File: config.mk
export PLATFORM = sky130hd
export DESIGN_NAME = full_adder_cell
export DESIGN_NICKNAME = d
export VERILOG_FILES = /design/src/rtl/full_adder_cell_pkg.sv /design/src/rtl/full_adder_bit.sv /design/src/rtl/full_adder_cell.sv
export SDC_FILE = /design/constraint.sdc
export NUM_CORES = 1
export LEC_CHECK = 0
export ABC_AREA = 1
export CORE_AREA = 2 2 39 41
export CTS_CLUSTER_SIZE = 28
export DETAILED_ROUTE_END_ITERATION = 16
export DIE_AREA = 0 0 41 43
export SYNTH_ARGS = -nofsm -noshare
export SYNTH_HDL_FRONTEND = slang
export SYNTH_SLANG_ARGS = --single-unit
File: constraint.sdc
create_clock -name clk_i -period 0.8 [get_ports clk_i]
set_input_delay 0.08 -clock clk_i [delete_from_list [all_inputs] [get_ports clk_i]]
set_output_delay 0.08 -clock clk_i [all_outputs]
set_load 0.02 [all_outputs]
File: src/rtl/full_adder_cell_pkg.sv
// Shared helpers for the full-adder cell family.
// Bit-level sum and majority carry functions.
package full_adder_cell_pkg;

  function automatic logic fa_sum(
    input logic a,
    input logic b,
    input logic c
  );
    return a ^ b ^ c;
  endfunction

  function automatic logic fa_carry(
    input logic a,
    input logic b,
    input logic c
  );
    return (a & b) | (a & c) | (b & c);
  endfunction

endpackage

File: src/rtl/full_adder_bit.sv
// One-bit combinational full adder.
// Chained by full_adder_cell through cin/cout.
module full_adder_bit
  import full_adder_cell_pkg::*;
(
  input  logic a,
  input  logic b,
  input  logic cin,
  output logic s,
  output logic cout
);

  always_comb begin
    s    = fa_sum(a, b, cin);
    cout = fa_carry(a, b, cin);
  end

endmodule

File: src/rtl/full_adder_cell.sv
// Ripple-carry full-adder cell with combinational outputs
// and an enabled register stage with async active-high reset.
module full_adder_cell #(
  parameter int WIDTH = 1
) (
  input  logic             clk_i,
  input  logic             rst_i,
  input  logic [WIDTH-1:0] a_i,
  input  logic [WIDTH-1:0] b_i,
  input  logic             c_i,
  input  logic             en_i,
  output logic [WIDTH-1:0] s_o,
  output logic             c_o,
  output logic [WIDTH-1:0] s_q_o,
  output logic             c_q_o
);

  logic [WIDTH:0]   carry;
  logic [WIDTH-1:0] sum_d;
  logic [WIDTH-1:0] sum_q;
  logic             cout_d;
  logic             cout_q;

  assign carry[0] = c_i;

  for (genvar k = 0; k < WIDTH; k++) begin : g_bit
    full_adder_bit u_bit (
      .a    (a_i[k]),
      .b    (b_i[k]),
      .cin  (carry[k]),
      .s    (s_o[k]),
      .cout (carry[k+1])
    );
  end

  assign c_o = carry[WIDTH];

  always_comb begin
    sum_d  = sum_q;
    cout_d = cout_q;
    if (en_i) begin
      sum_d  = s_o;
      cout_d = c_o;
    end
  end

  always_ff @(posedge clk_i or posedge rst_i) begin
    if (rst_i) begin
      sum_q  <= '0;
      cout_q <= 1'b0;
    end else begin
      sum_q  <= sum_d;
      cout_q <= cout_d;
    end
  end

  assign s_q_o = sum_q;
  assign c_q_o = cout_q;

endmodule

==> reports/qor.txt <==
Worst hold path type: primary input to async pin
Inserted Diodes: 0
Cell Area, Synth: 100 um^2
Worst-Skew Late Latency: 0.22 ns
Register area share after synthesis: 50.0%
Synth Area in Simple Gates: 22.5%
Pre-CTS setup slack: -0.984 ns
Boundary Pins: 10
Most frequent cells in the layout: 6 x nand2_1, 6 x buf_6, 3 x clkbuf_4
Sequential share of power: 24.2%
Final critical-path share of the clock period: 118%
P_sw: 135 uW
Worst-path cell chain: buf_6, fa_2, buf_6
Leak: 0.131 nW
Clk_skew: 0 ns
Post-synthesis adder-cell area fraction: 20.0%
Synthesis-stage register bit count: 2
Gate power share: 31.9%
Crit-path max cell delay: 0.57 ns
Max_slew headroom: 93.2%
Num rows: 14
Starting density of the core: 7.23%
Vias/cell: 2.85
IO Port Bufs: 9
Net Sw Frac: 26.4%
Crit-path max FO: 2
Library cells used by synthesis: 4
Multiplexer share of the synthesized area: 0%
Achievable Freq: 1060 MHz
Vias in the first global route: 109
Crit. End Element: output port
Net count, final: 34
DRT iter0 DRCs: 0
Clock power frac: 43.9%
CTS max path bufs: 2
Status: complete, but fails checks
Critical path launch point type: primary input
Die Ht: 43 um
CTS Sinks: 2
Slew at the pin with the worst max-slew slack: 0.102 ns
Post-synth net total: 18
Largest family of logic cells by synthesized area: simple AND/OR/NAND/NOR gates
CTS tree: done
Mapped Avg Cell Area: 9.10 um^2
PD cells: 2020 mW/mm^2
Failing checks: negative setup slack
Global-route wire length before repair: 462 um
H-Tree Depth: 1
Slowest library cell on the worst path: fa_2
DRC: 0
Area grow syn2layout: 152%
XOR/XNOR Fraction of Synth Area: 0%
Share of post-route cells with drive strength above 1: 52.0%
YS warnings: 0
Pint: 376 uW
Critical path's most frequent cell: buf_6
Max Slew Vio Count: 0
Initial antenna violation count: 0
Worst Path Required: 0.72 ns
CP Class: primary input to output port
Largest net degree at the start of global routing: 4
Worst setup slack after layout: -0.147 ns
Post-route ant nets: 0
Width of the die: 41 um
Sequential cell area: 50.0 um^2
Setup violators final: 3
Avg WL per Cell: 6.54 um
Detailed Route WL: 268 um
Max-cap violation count: 0
All-Layer GR Usage: 5.32%
CTS Buf Count: 3
CTS Root Cell: clkbuf_4
Multi-input logic area: 45.0 um^2
Mapped Cells: 11
Vias: 117
WP data arrival: 0.87 ns
CTS hold repair buffers: 0
Maximum vdd drop: 0.000339 V
RSZ-0062 raised after global routing: true
Tmin final: 0.947 ns
GPL Wtd Cong: 0.502
Die footprint: 0.00176 mm^2
Clk slew on worst S/H paths: 0.03 ns
Fin. Hold Viols: 0
Core box area: 0.00138 mm^2
GRT overflow: 0
Initial DRT Pass Iterations: 1
Worst hold slack: 0.0128 ns
Fillers: 157
Complex-gate fraction of the synthesized area: 0%
[critical path, delay by kind of cell]
| family | cells | cell delay, ns |
|---|---|---|
| adders and majority gates | 1 | 0.57 |
| buffers and inverters | 2 | 0.21 |
[area by class of cell]
type | count | area share, %
Sequential cell | 2 | 19.8
Inverter | 2 | 2.97
Clock buffer | 3 | 8.91
Multi-Input combinational cell | 7 | 17.8
Tap cell | 16 | 7.92
Timing Repair Buffer | 11 | 42.6
[per-layer routing]
layer / part of all wire (%) / global-route usage, %
met1: 37 / 3.53
met2: 50 / 4.69
met3: 13 / 7.85
met4: 0 / 8.00
met5: 0 / 0
[state kept, by name, summed over array words and instances, names as in the netlist]
name,cells
s_q_o,1
c_q_o,1
[cells by family (layout without fill, tap and decap cells)]
| logic type | after synthesis | count (layout) |
|---|---|---|
| AND/OR/NAND/NOR | 6 | 6 |
| adder cells (fa/ha/maj) | 1 | 1 |
| flip-flops | 2 | 2 |
| buffers and inverters | 2 | 16 |
[metrics by stage]
stage | setup TNS, ns | power (mW) | area (um^2) | instances | utilization, %
final | -0.172 | 0.511 | 253 | 41 | 18.3
after global routing | -0.250 | 0.562 | 253 | 41 | 18.3
after CTS | -0.206 | 0.526 | 240 | 41 | 17.4
after detailed placement | -2.94 | 0.280 | 228 | 38 | 16.5
after global placement | -2.93 | 0.280 | 228 | 38 | 16.5
after floorplan | -0.0778 | 0.187 | 103 | 11 | -
[repair_timing]
item	CTS	global route
resized for setup	35	3
endpoints found under the setup margin	6	4
endpoints found under the hold margin	0	0
setup buffers	0	0
pin swaps	1	1
[cell usage after synthesis]
cell	n	area (um^2)
nand2_1	6	22.5
fa_1	1	20.0
inv_1	2	7.51
dfrtp_1	2	50.1
[power by group through the flow]
stage                     Sequential [mW]  Clock [mW]  Combinational [mW]
after CTS                           0.124       0.246               0.156
final                               0.124       0.224               0.163
after global routing                0.125       0.260               0.177
after global placement              0.122           0               0.158
after floorplan                     0.139           0              0.0479
after detailed placement            0.122           0               0.157
[worst paths after layout]
kind / startpoint / to / slack (ns) / cells after the start
max in group asynchronous: rst_i / c_q_o$_DFFE_PP0P_ / 0.68 / 2
setup / recovery: c_i / s_o / -0.15 / 3
hold / removal: rst_i / s_q_o$_DFFE_PP0P_ / 0.01 / 2
min in group clk_i: a_i / c_q_o$_DFFE_PP0P_ / 0.25 / 4
hold reg to reg: c_q_o$_DFFE_PP0P_ / c_q_o$_DFFE_PP0P_ / 0.58 / 3
setup reg to reg: s_q_o$_DFFE_PP0P_ / s_q_o$_DFFE_PP0P_ / 0.08 / 3
(Power assumes the default switching activity.)
